$ cat config.mk
export PLATFORM = sky130hd
export DESIGN_NAME = mf8_regfile_p_flat
export DESIGN_NICKNAME = d
export VERILOG_FILES = /design/src/rtl/mf8_regfile_p_if.sv /design/src/rtl/mf8_regfile_p.sv /design/src/flat_wrapper.sv
export SDC_FILE = /design/constraint.sdc
export NUM_CORES = 1
export LEC_CHECK = 0
export BUFFER_PORTS_ARGS = -buffer_cell sky130_fd_sc_hd__buf_2
export CAP_MARGIN = 5
export CORE_UTILIZATION = 62
export DETAILED_ROUTE_END_ITERATION = 7
export PLACE_DENSITY = 0.83
export REMOVE_ABC_BUFFERS = 1
export SLEW_MARGIN = 25
export SYNTH_ARGS = -nofsm -noshare
export SYNTH_HDL_FRONTEND = slang
export SYNTH_SLANG_ARGS = --single-unit
export TNS_END_PERCENT = 30
$ cat constraint.sdc
create_clock -name i_clk -period 4.64 [get_ports i_clk]
set_input_delay 0.464 -clock i_clk [delete_from_list [all_inputs] [get_ports i_clk]]
set_output_delay 0.464 -clock i_clk [all_outputs]
set_load 0.01 [all_outputs]
$ cat src/rtl/mf8_regfile_p_if.sv
// Bus bundle between the mf8 execute stage and its register file.
// MF8_REGFILE_XY_PTR_EN adds the X/Y pointer outputs.
interface mf8_regfile_p_if #(
    parameter int unsigned DATA_W = 8,
    parameter int unsigned ADDR_W = 5
);
    logic                  wr;
    logic                  wr_word;
    logic [ADDR_W-1:0]     rd_addr;
    logic [ADDR_W-1:0]     rr_addr;
    logic [DATA_W-1:0]     data_in;
    logic [DATA_W-1:0]     data_in_h;
    logic [DATA_W-1:0]     rd_data;
    logic [DATA_W-1:0]     rd_data_h;
    logic [DATA_W-1:0]     rr_data;
    logic [2*DATA_W-1:0]   z;
    logic                  busy;
`ifdef MF8_REGFILE_XY_PTR_EN
    logic [2*DATA_W-1:0]   x;
    logic [2*DATA_W-1:0]   y;
`endif

    modport master (
        output wr, wr_word, rd_addr, rr_addr, data_in, data_in_h,
        input  rd_data, rd_data_h, rr_data, z, busy
`ifdef MF8_REGFILE_XY_PTR_EN
        , input x, y
`endif
    );

    modport slave (
        input  wr, wr_word, rd_addr, rr_addr, data_in, data_in_h,
        output rd_data, rd_data_h, rr_data, z, busy
`ifdef MF8_REGFILE_XY_PTR_EN
        , output x, y
`endif
    );
endinterface

$ cat src/rtl/mf8_regfile_p.sv
// mf8 register file: 2 read ports + high-byte port, byte/word write, clear-after-reset sequencer.
// Define MF8_REGFILE_XY_PTR_EN to add X/Y pointer shadows next to Z.
module mf8_regfile_p #(
    parameter int unsigned DATA_W         = 8,
    parameter int unsigned ADDR_W         = 5,
    parameter bit          CLEAR_ON_RESET = 1'b1
) (
    input logic              i_clk,
    input logic              i_rst_n,
    mf8_regfile_p_if.slave   bus
);
    localparam int unsigned DEPTH = 2**ADDR_W;
    localparam logic [ADDR_W-1:0] TOP    = ADDR_W'(DEPTH - 1);
    localparam logic [ADDR_W-1:0] TOP_M1 = ADDR_W'(DEPTH - 2);

    typedef enum logic {StClear, StRun} state_e;

    state_e              r_state;
    state_e              w_state_next;
    logic [ADDR_W-1:0]   r_cnt;
    logic [ADDR_W-1:0]   w_cnt_next;
    logic [ADDR_W-1:0]   r_wr_addr;
    logic [DATA_W-1:0]   r_mem [DEPTH];
    logic [DATA_W-1:0]   r_rd_data, r_rd_data_h, r_rr_data;
    logic [2*DATA_W-1:0] r_z;

    logic                w_we_lo, w_we_hi;
    logic [ADDR_W-1:0]   w_addr_lo, w_addr_hi;
    logic [DATA_W-1:0]   w_data_lo, w_data_hi;

    // New contents of a register on this edge, honouring same-edge writes.
    function automatic logic [DATA_W-1:0] f_upd(input logic [ADDR_W-1:0] a,
                                                input logic [DATA_W-1:0] cur);
        if (w_we_hi && a == w_addr_hi) return w_data_hi;
        if (w_we_lo && a == w_addr_lo) return w_data_lo;
        return cur;
    endfunction

    // Write port decode; the sequencer owns the low-byte port during clear.
    always_comb begin
        w_we_lo   = 1'b0;
        w_we_hi   = 1'b0;
        w_addr_lo = r_wr_addr;
        w_addr_hi = r_wr_addr | ADDR_W'(1);
        w_data_lo = bus.data_in;
        w_data_hi = bus.data_in_h;
        if (r_state == StClear) begin
            w_we_lo   = 1'b1;
            w_addr_lo = r_cnt;
            w_data_lo = '0;
        end else if (bus.wr) begin
            w_we_lo = 1'b1;
            if (bus.wr_word) begin
                w_addr_lo = {r_wr_addr[ADDR_W-1:1], 1'b0};
                w_we_hi   = 1'b1;
            end
        end
    end

    always_ff @(posedge i_clk) begin
        if (w_we_lo) r_mem[w_addr_lo] <= w_data_lo;
        if (w_we_hi) r_mem[w_addr_hi] <= w_data_hi;
    end

    always_ff @(posedge i_clk or negedge i_rst_n) begin
        if (!i_rst_n) begin
            r_state <= CLEAR_ON_RESET ? StClear : StRun;
            r_cnt   <= '0;
        end else begin
            r_state <= w_state_next;
            r_cnt   <= w_cnt_next;
        end
    end

    always_comb begin
        w_state_next = r_state;
        w_cnt_next   = r_cnt;
        if (r_state == StClear) begin
            w_cnt_next = r_cnt + 1'b1;
            if (r_cnt == TOP) w_state_next = StRun;
        end
    end

    always_comb begin
        bus.busy = (r_state == StClear);
    end

    always_ff @(posedge i_clk or negedge i_rst_n) begin
        if (!i_rst_n) begin
            r_wr_addr   <= '0;
            r_rd_data   <= '0;
            r_rd_data_h <= '0;
            r_rr_data   <= '0;
            r_z         <= '0;
        end else begin
            r_wr_addr <= bus.rd_addr;
            r_z       <= {f_upd(TOP, r_z[2*DATA_W-1:DATA_W]), f_upd(TOP_M1, r_z[DATA_W-1:0])};
            if (r_state == StClear) begin
                r_rd_data   <= '0;
                r_rd_data_h <= '0;
                r_rr_data   <= '0;
            end else begin
                r_rd_data   <= f_upd(bus.rd_addr, r_mem[bus.rd_addr]);
                r_rd_data_h <= f_upd(bus.rd_addr | ADDR_W'(1), r_mem[bus.rd_addr | ADDR_W'(1)]);
                r_rr_data   <= f_upd(bus.rr_addr, r_mem[bus.rr_addr]);
            end
        end
    end

    assign bus.rd_data   = r_rd_data;
    assign bus.rd_data_h = r_rd_data_h;
    assign bus.rr_data   = r_rr_data;
    assign bus.z         = r_z;

`ifdef MF8_REGFILE_XY_PTR_EN
    localparam logic [ADDR_W-1:0] TOP_M2 = ADDR_W'(DEPTH - 3);
    localparam logic [ADDR_W-1:0] TOP_M3 = ADDR_W'(DEPTH - 4);
    localparam logic [ADDR_W-1:0] TOP_M4 = ADDR_W'(DEPTH - 5);
    localparam logic [ADDR_W-1:0] TOP_M5 = ADDR_W'(DEPTH - 6);

    logic [2*DATA_W-1:0] r_x, r_y;

    always_ff @(posedge i_clk or negedge i_rst_n) begin
        if (!i_rst_n) begin
            r_x <= '0;
            r_y <= '0;
        end else begin
            r_x <= {f_upd(TOP_M4, r_x[2*DATA_W-1:DATA_W]), f_upd(TOP_M5, r_x[DATA_W-1:0])};
            r_y <= {f_upd(TOP_M2, r_y[2*DATA_W-1:DATA_W]), f_upd(TOP_M3, r_y[DATA_W-1:0])};
        end
    end

    assign bus.x = r_x;
    assign bus.y = r_y;
`endif
endmodule

$ cat src/flat_wrapper.sv
// flat-port wrapper written by rule: the top's interface ports become plain ports
module mf8_regfile_p_flat 
#(
    parameter int unsigned DATA_W         = 8,
    parameter int unsigned ADDR_W         = 5,
    parameter bit          CLEAR_ON_RESET = 1'b1
)
  (i_clk, i_rst_n, bus_wr, bus_wr_word, bus_rd_addr, bus_rr_addr, bus_data_in, bus_data_in_h, bus_rd_data, bus_rd_data_h, bus_rr_data, bus_z, bus_busy);
  mf8_regfile_p_if #(.DATA_W(DATA_W), .ADDR_W(ADDR_W)) bus_i ();
  input logic i_clk;
  input logic i_rst_n;
  input wire logic [$bits(bus_i.wr)-1:0] bus_wr;
  input wire logic [$bits(bus_i.wr_word)-1:0] bus_wr_word;
  input wire logic [$bits(bus_i.rd_addr)-1:0] bus_rd_addr;
  input wire logic [$bits(bus_i.rr_addr)-1:0] bus_rr_addr;
  input wire logic [$bits(bus_i.data_in)-1:0] bus_data_in;
  input wire logic [$bits(bus_i.data_in_h)-1:0] bus_data_in_h;
  output wire logic [$bits(bus_i.rd_data)-1:0] bus_rd_data;
  output wire logic [$bits(bus_i.rd_data_h)-1:0] bus_rd_data_h;
  output wire logic [$bits(bus_i.rr_data)-1:0] bus_rr_data;
  output wire logic [$bits(bus_i.z)-1:0] bus_z;
  output wire logic [$bits(bus_i.busy)-1:0] bus_busy;
  assign bus_i.wr = bus_wr;
  assign bus_i.wr_word = bus_wr_word;
  assign bus_i.rd_addr = bus_rd_addr;
  assign bus_i.rr_addr = bus_rr_addr;
  assign bus_i.data_in = bus_data_in;
  assign bus_i.data_in_h = bus_data_in_h;
  assign bus_rd_data = bus_i.rd_data;
  assign bus_rd_data_h = bus_i.rd_data_h;
  assign bus_rr_data = bus_i.rr_data;
  assign bus_z = bus_i.z;
  assign bus_busy = bus_i.busy;
  mf8_regfile_p #(.DATA_W(DATA_W), .ADDR_W(ADDR_W), .CLEAR_ON_RESET(CLEAR_ON_RESET)) u_core (.i_clk(i_clk), .i_rst_n(i_rst_n), .bus(bus_i));
endmodule
---- After elaboration in Yosys (flattened, before gate mapping) ----
Memories as Yosys holds them, arrays and structs flattened.
Cells that the tools add are included.
storage, ports and cells
  register bits ........................... 51
  RAM bits ................................ 256
  output and inout port bits .............. 41
  word-level logic and storage cells ...... 85
  memories ................................ 1
memories
  name          depth  width  rd ports  clocked after memory_dff  write ports  line                 source
  u_core.r_mem  32     8      3         0                         2            mf8_regfile_p.sv:23  logic [DATA_W-1:0] r_mem [DEPTH];
operators by class
  add/sub/neg operators ................... 1
  equality and inequality tests ........... 10
  multiplexer cells ....................... 54
  bitwise gates (word level) .............. 1
  reduce and logical (&&, ||, !) cells .... 10
operators with widths
  operator                                                       number
  8-bit two-way mux                                              21
  1-bit two-way mux                                              32
  5-bit equality test                                            5
  5-bit equality test, first input constant                      2
  1-bit logical AND                                              9
  5-bit by 1-bit adder with 5-bit output, second input constant  1
  5-bit equality test, second input constant                     1
  5-bit two-way mux                                              1
  4-bit equality test                                            1
  4-bit equality test, first input constant                      1
  2-bit nonzero test                                             1
  1-bit NOT                                                      1

---- Logic depth before layout (Yosys ltp) ----
Gate-level depths: netlist (run 1).
  depth after elaboration ................. 11
  mapped depth ............................ 11
  gate-level depth less buffers ........... 6

---- Least setup slack after synthesis (run 1) ----
No wires, ideal clock.
  kind .................................... reg-to-reg
  start point ............................. register u_core.r_state
  end point ............................... memory u_core.r_mem[3][0] (enable)
  arrival time ............................ 1.991 ns
  data required time ...................... 4.256 ns
  slack ................................... 2.265 ns
  stages on the path, launching flop included .. 7
  buffers on the path ..................... 3
  clock period less this slack ............ 2.375 ns
  cell sequence ........................... dfrtp_1 buf_6 buf_2 buf_1 o21ai_0 nand3_1 o21ai_0
RTL lines
  element                 line                 source
  start, declared         mf8_regfile_p.sv:18  state_e r_state;
  start signal, assigned  mf8_regfile_p.sv:67  r_state <= CLEAR_ON_RESET ? StClear : StRun;
  start signal, assigned  mf8_regfile_p.sv:70  r_state <= w_state_next;
  end, declared           mf8_regfile_p.sv:23

==> results of run 1 <==
## metrics by stage
step | instance area, µm² | hold WS, ns | worst slack, ns | power (mW) | cells
2_1_floorplan | 16200 | 0.168 | 1.68 | 3.50 | 1127
3_3_place_gp | 17200 | 0.465 | 1.38 | 3.85 | 1563
3_5_place_dp | 17200 | 0.471 | 1.34 | 3.87 | 1563
4_1_cts | 18200 | 0.0576 | 1.44 | 6.33 | 1621
5_1_grt | 18300 | 0.108 | 1.47 | 6.48 | 1621
6_report | 18300 | 0.0524 | 1.62 | 6.37 | 1621
## power by group
part / switching, mW / total [mW] / internal, mW
logic: 0.475 / 0.758 / 0.283
clock network: 1.11 / 2.53 / 1.42
registers: 0.0337 / 3.08 / 3.05
## layout make-up
| type | instances | area, µm² |
|---|---|---|
| repair buffers | 101 | 603 |
| inverters | 16 | 60.1 |
| clock buffers | 40 | 820 |
| fillers | 1793 | 8020 |
| clock inverters | 18 | 186 |
| multi-input cells | 804 | 7210 |
| well taps | 335 | 419 |
| flip-flops and latches | 307 | 8960 |
## layout by cell type (no fill, tap or decap), types with 12 or more instances in the layout
master                      synthesis  layout
sky130_fd_sc_hd__mux4_2           119     119
sky130_fd_sc_hd__nor2b_1           15      15
sky130_fd_sc_hd__buf_4             11      33
sky130_fd_sc_hd__buf_2             29      67
sky130_fd_sc_hd__o21ai_0          115     111
sky130_fd_sc_hd__nand2_1          151     151
sky130_fd_sc_hd__xnor2_1           12      12
sky130_fd_sc_hd__edfxtp_1         256     256
sky130_fd_sc_hd__dfrtp_1           51      51
sky130_fd_sc_hd__mux2i_1           69      69
sky130_fd_sc_hd__clkbuf_16          0      31
sky130_fd_sc_hd__mux2_2            65      65
sky130_fd_sc_hd__o21ai_1           10      14
sky130_fd_sc_hd__o22ai_1           20      17
sky130_fd_sc_hd__a21oi_1           25      25
sky130_fd_sc_hd__nand3_1           29      29
sky130_fd_sc_hd__inv_1             14      14
sky130_fd_sc_hd__nor2_1            33      29
## cell families (layout without fill, tap and decap cells)
logic type	Yosys count	in the layout	share of synthesized area (%)
flip-flops	307	307	53.5
AND/OR/NAND/NOR	281	281	7.68
multiplexers	259	259	25.1
AO/OA/AOI/OAI	241	241	8.74
buffers and inverters	122	175	3.70
XOR/XNOR	21	21	1.10
adder cells (fa/ha/maj)	2	2	0.149
## worst max-delay path, cell delays in order, from the launching register on
cell                      delay (ns)
sky130_fd_sc_hd__dfrtp_1        0.86
sky130_fd_sc_hd__nand3_1        0.13
sky130_fd_sc_hd__o21ai_0        0.32
sky130_fd_sc_hd__nand2_1        0.31
sky130_fd_sc_hd__or2_1          0.53
sky130_fd_sc_hd__inv_1          0.51
## state kept, by name, summed over array words and instances (netlist names)
| register | flops |
|---|---|
| u_core.r_mem | 256 |
| u_core.bus.z | 16 |
| u_core.bus.rd_data | 8 |
| u_core.bus.rd_data_h | 8 |
| u_core.bus.rr_data | 8 |
| u_core.r_cnt | 5 |
| u_core.r_wr_addr | 5 |
| u_core.r_state | 1 |
## routing by layer
layer | global-route usage, % | share of wire (%)
met1 | 52.8 | 34
met3 | 11.4 | 14
met2 | 61.8 | 44
met5 | 0 | 0.024
met4 | 22.9 | 7.5
## how the worst min path moves through the flow
stage / end / slack [ns] / cells after the start
CTS: u_core.bus.z[9] / 0.06 / 2
global placement: u_core.bus.z[3] / 0.47 / 2
detailed placement: u_core.bus.z[5] / 0.47 / 2
floorplan: u_core.bus.rd_data[0] / 0.17 / 0
global route: u_core.bus.z[9] / 0.11 / 2
finish: u_core.bus.z[9] / 0.05 / 2
==> out/metrics.cfg, run 1 <==
[grt]
vias_in_the_first_global_route=11900
number_of_antenna_violations_at_the_first_check_in_global_routing=2
globalRoute.totalOverflow=0
grt_start_max_net_pins=65
groute.usage.overall_pct=40.5
first_pass_grt_wire_length_mm=80.4

[layout]
insertedDiodeCount=0
area_growth_pct=9.01
final_core_util_pct=69.5
layout-drive-gt1-share_pct=27.7
layout.nets=1293

[logic_synthesis]
postSynthAreaPerCell_um2=13.6
synthMostInstantiatedCell=sky130_fd_sc_hd__edfxtp_1
ys_seq_elements=307
synth_sequential_area_ratio_pct=53.5
netlist_area_mm2=0.0168
synth.top_cell.area_share_pct=45.9
netlist_instances=1233
synth_largest_area_cell=sky130_fd_sc_hd__edfxtp_1
ys.warnings.count=0
ys.flop_type=sky130_fd_sc_hd__edfxtp_1
yosysUniqueCellTypes=61
top_cells_by_count_synth=sky130_fd_sc_hd__edfxtp_1, sky130_fd_sc_hd__nand2_1, sky130_fd_sc_hd__mux4_2
top_cells_by_area_in_the_synthesized_netlist=sky130_fd_sc_hd__edfxtp_1, sky130_fd_sc_hd__mux4_2, sky130_fd_sc_hd__dfrtp_1
async_reset_ff_share_pct=16.6
synth-edff-count=256

[route]
routed-via-count=12300
route.detailed.drc=5
initialDrtViolationCount=2287
drt_pass1_iterations=8
drt_wl_total_mm=55.0
route.detailed.vias_per_inst=7.59
post_drt_wl_per_cell_um=33.9
detail-route-antenna-nets=0

[worst_setup_path]
timing.critical_path.from_type=flop
worst_r2r_endpoint=u_core.r_mem[30][2]
worstPathRequired_ns=4.86
reg2reg_depth=5
crit_path_arrival_time_ns=3.23
worst_setup_path_startpoint=u_core.r_wr_addr[2]
worstSetupPathType=reg2reg
reg2reg_from=u_core.r_wr_addr[2]
cp_max_fo=17
cp-end-kind=flop
critPathCapture=u_core.r_mem[30][2]
r2r_setup_slack_ns=1.62

[die]
num_rows=59
floorplan.initialDensity_pct=63.7
die-height_um=166
core-area_mm2=0.0263
die_w_um=166
design.die.area_mm2=0.0277
num_io_pins=71

[run_status]
outcome=complete, but fails checks
violations=DRC

[clocking]
post-cts-setup-buffers=0
clock_tree.htree_level_count=1
clock-sinks=307
ctsHoldBuffers=0
clockRootBuffer=sky130_fd_sc_hd__clkbuf_16
clock_insertion_delay_worst_skew_ns=0.58
post_cts_resize_count=0
cts_tree=done
cts_buffers=31
clk_path_buf_depth=3
cts.reportedPaths.clkPinSlew_ns=0.07

[sta]
timing.slew.headroom_pct=28.5
final_hold_viol_count=0
min_period_over_period_pct=65.0
timing.clock.skew_ns=0.0248
finalSetupViolCount=0
setup-tns-final_ns=0
unrepaired_setup_endpoints_after_global_routing=no
timing.fmax_mhz=332
layout_min_cycle_time_ns=3.02
timing_max_transition_violations_final=0
worst-slew-pin-transition_ns=1.07

[power]
p_leak_nw=6.32
vdd.ir_drop.worst_uv=320
pwrdens_mw_per_mm2=349

[run]
max_cap_violations=0

[worst_hold_path]
hp-class=in2async

[placement]
finalWeightedCongestion=1.04
count_of_buffers_from_port_buffering=70
place_hpwl_mm=37.6

Power figures use the tool's default switching activity.
==> run 2, diff against run 1 <==
Clock period 4.64 ns to 3.11 ns, I/O delays scaled along.
==> run 2 against run 1 <==
Clock skew is 0.0018 ns lower. Utilization is 2.2 points higher. Sequential share of layout area down 1.5 points. Die area is the same. Non-clock buffer count rose by 59. First-iteration DRC count shrank 7.3%. Highest routed layer is now met4. Sequential power up 49%. Worst setup slack worse by 1.4 ns. Clock power is 65% higher. Via count is 3.0% higher. Combinational power up 57%. The flow still finishes with violations (DRC). Largest cell class unchanged. Flip-flop and latch count unchanged.
==> out/metrics.cfg, run 2 (same netlist as run 1, synthesis figures left out) <==
[route]
drt_pass1_iterations=8
route.detailed.vias_per_inst=7.55
route.detailed.drc=4
post_drt_wl_per_cell_um=33.3
drt_wl_total_mm=55.8
initialDrtViolationCount=2120
detail-route-antenna-nets=0
routed-via-count=12700

[clocking]
cts.reportedPaths.clkPinSlew_ns=0.07
clockRootBuffer=sky130_fd_sc_hd__clkbuf_16
clk_path_buf_depth=3
clock-sinks=307
cts_buffers=31
clock_tree.htree_level_count=1
cts_tree=done
clock_insertion_delay_worst_skew_ns=0.57
post_cts_resize_count=0

[worst_hold_path]
hold_path.startpoint=bus_data_in[4]
hp-class=in2reg
min_path_cells=3
worst_hold_path.endpoint=u_core.bus.rd_data[4]

[power]
seqPwrFrac_pct=46.1
pwr-share-comb_pct=11.9
netSwitchingPower_mw=2.37
internal_power_mw=7.58
swShare_pct=23.8
p_leak_nw=6.71
pwrdens_mw_per_mm2=528
clockPowerShare_pct=42.0
vdd.ir_drop.worst_uv=479

[worst_setup_path]
worstSetupPathType=reg2reg
cp_top_family=buffers and inverters
cp_slowest_stage_delay_ns=0.80
worstPathRequired_ns=3.54
critical_path.slowest_cell=sky130_fd_sc_hd__dfrtp_1
cp_num_buf_inv=2
cp_max_fo=28
reg2reg_depth=4
reg2reg_from=u_core.r_state
r2r_setup_slack_ns=0.23
timing.critical_path.from_type=flop
cp-end-kind=flop
crit_path_arrival_time_ns=3.31
cp_cell_sequence=buf_4 -> nand2_1 -> inv_1 -> mux2_2
worst_r2r_endpoint=u_core.r_mem[25][5]

[layout]
most_frequent_cells_in_the_layout=sky130_fd_sc_hd__edfxtp_1, sky130_fd_sc_hd__nand2_1, sky130_fd_sc_hd__mux4_2, sky130_fd_sc_hd__o21ai_0, sky130_fd_sc_hd__buf_4
largest_reg_flops=256
insertedDiodeCount=0
layout.nets=1352
largest_register=u_core.r_mem
area_growth_pct=12.4
layout_commonest_cell=sky130_fd_sc_hd__edfxtp_1
layout-drive-gt1-share_pct=30.1

[placement]
count_of_buffers_from_port_buffering=70
finalWeightedCongestion=1.05
detailedPlace.worstSlack_ns=0.361
place_hpwl_mm=38.7

[grt]
first_pass_grt_wire_length_mm=81.7
grt_busiest_layer=met2
grt_use_met2_pct=64.0
vias_in_the_first_global_route=12300
global_routing_met3_resource_utilization_pct=11.2
grt_use_met1_pct=52.7
number_of_antenna_violations_at_the_first_check_in_global_routing=3
groute.usage.overall_pct=41.0
grt_start_max_net_pins=38
globalRoute.totalOverflow=0

[sta]
final_hold_viol_count=0
timing.slew.headroom_pct=30.9
timing.clock.skew_ns=0.0230
layout_min_cycle_time_ns=2.88
timing_max_transition_violations_final=0
unrepaired_setup_endpoints_after_global_routing=no
setup-tns-final_ns=0
worst-slew-pin-transition_ns=1.03
timing.fmax_mhz=347
min_period_over_period_pct=92.6
finalSetupViolCount=0
final.setup.worst_slack_ns=0.229

[die]
num_rows=59
num_io_pins=71
floorplan.initialDensity_pct=63.7
core-area_mm2=0.0263
die-height_um=166
die_w_um=166
design.die.area_mm2=0.0277

[run_status]
outcome=complete, but fails checks
violations=DRC

[run]
max_cap_violations=0

[run 2: cell count changes in the layout (fill, tap and decap cells not counted), moves of 3 or more]
cell                         change
sky130_fd_sc_hd__buf_12          +3
sky130_fd_sc_hd__buf_4          +55
sky130_fd_sc_hd__bufinv_16       +5
sky130_fd_sc_hd__clkbuf_8        +3
sky130_fd_sc_hd__clkinvlp_4      -6
sky130_fd_sc_hd__nor2_1          +4
sky130_fd_sc_hd__nor2_2          -4
sky130_fd_sc_hd__o21ai_0         +4
sky130_fd_sc_hd__o21ai_1         -4
sky130_fd_sc_hd__o22ai_1         +3
sky130_fd_sc_hd__o22ai_2         -3
[run 2: per-stage QoR]
stage / cells / area (µm²) / util [%] / total power [mW] / hold slack (ns)
floorplan: 1127 / 16200 / - / 5.22 / 0.0154
finish: 1679 / 18800 / 71.7 / 9.95 / 0.0190
global placement: 1621 / 17700 / 67.3 / 5.78 / 0.455
global route: 1679 / 18800 / 71.7 / 10.1 / 0.0416
detailed placement: 1621 / 17700 / 67.3 / 5.80 / 0.470
CTS: 1679 / 18800 / 71.7 / 9.91 / 0.0155
[run 2: what timing repair did]
action                                  in CTS  in global routing
hold buffers                                 1                  0
hold endpoints to repair                    32                  0
endpoints found under the setup margin       0                  0
buffers inserted                             0                  0
[run 2: layout make-up]
type	count	area [µm²]
sequential	307	8960
tap	335	419
multi-input combinational	804	7170
timing repair buffer	160	1090
inverter	16	60.1
clock inverter	16	283
clock buffer	41	853
fill	1743	7450
[run 2: worst max path at each step]
stage	startpoint	endpoint	slack [ns]	depth (start not counted)
after floorplan	u_core.r_state	u_core.r_mem[1][0]	0.15	4
after global placement	bus_rd_addr[1]	u_core.bus.rd_data_h[1]	0.39	6
after detailed placement	u_core.r_state	u_core.r_mem[19][0]	0.36	4
after CTS	u_core.r_state	u_core.r_mem[31][0]	0.33	5
after global routing	u_core.r_state	u_core.r_mem[31][4]	0.08	5
final	u_core.r_state	u_core.r_mem[25][5]	0.23	4
[run 2: tightest hold or removal path, stage by stage]
cell                      delay (ns)
sky130_fd_sc_hd__buf_2          0.12
sky130_fd_sc_hd__nand2_1        0.06
sky130_fd_sc_hd__a31oi_1        0.07
[run 2: metal layers]
metal | routed length, µm | part of all wire, %
met3 | 8220 | 15
met4 | 3790 | 6.8
met1 | 18400 | 33
met2 | 25400 | 46
met5 | 0 | 0
[run 2: power groups by stage]
stage | Combinational, mW | Sequential [mW] | Clock (mW)
after global routing | 1.23 | 4.59 | 4.32
after floorplan | 0.523 | 4.70 | 0
after detailed placement | 1.13 | 4.67 | 0
after CTS | 1.14 | 4.59 | 4.17
after global placement | 1.11 | 4.67 | 0
final | 1.19 | 4.59 | 4.18
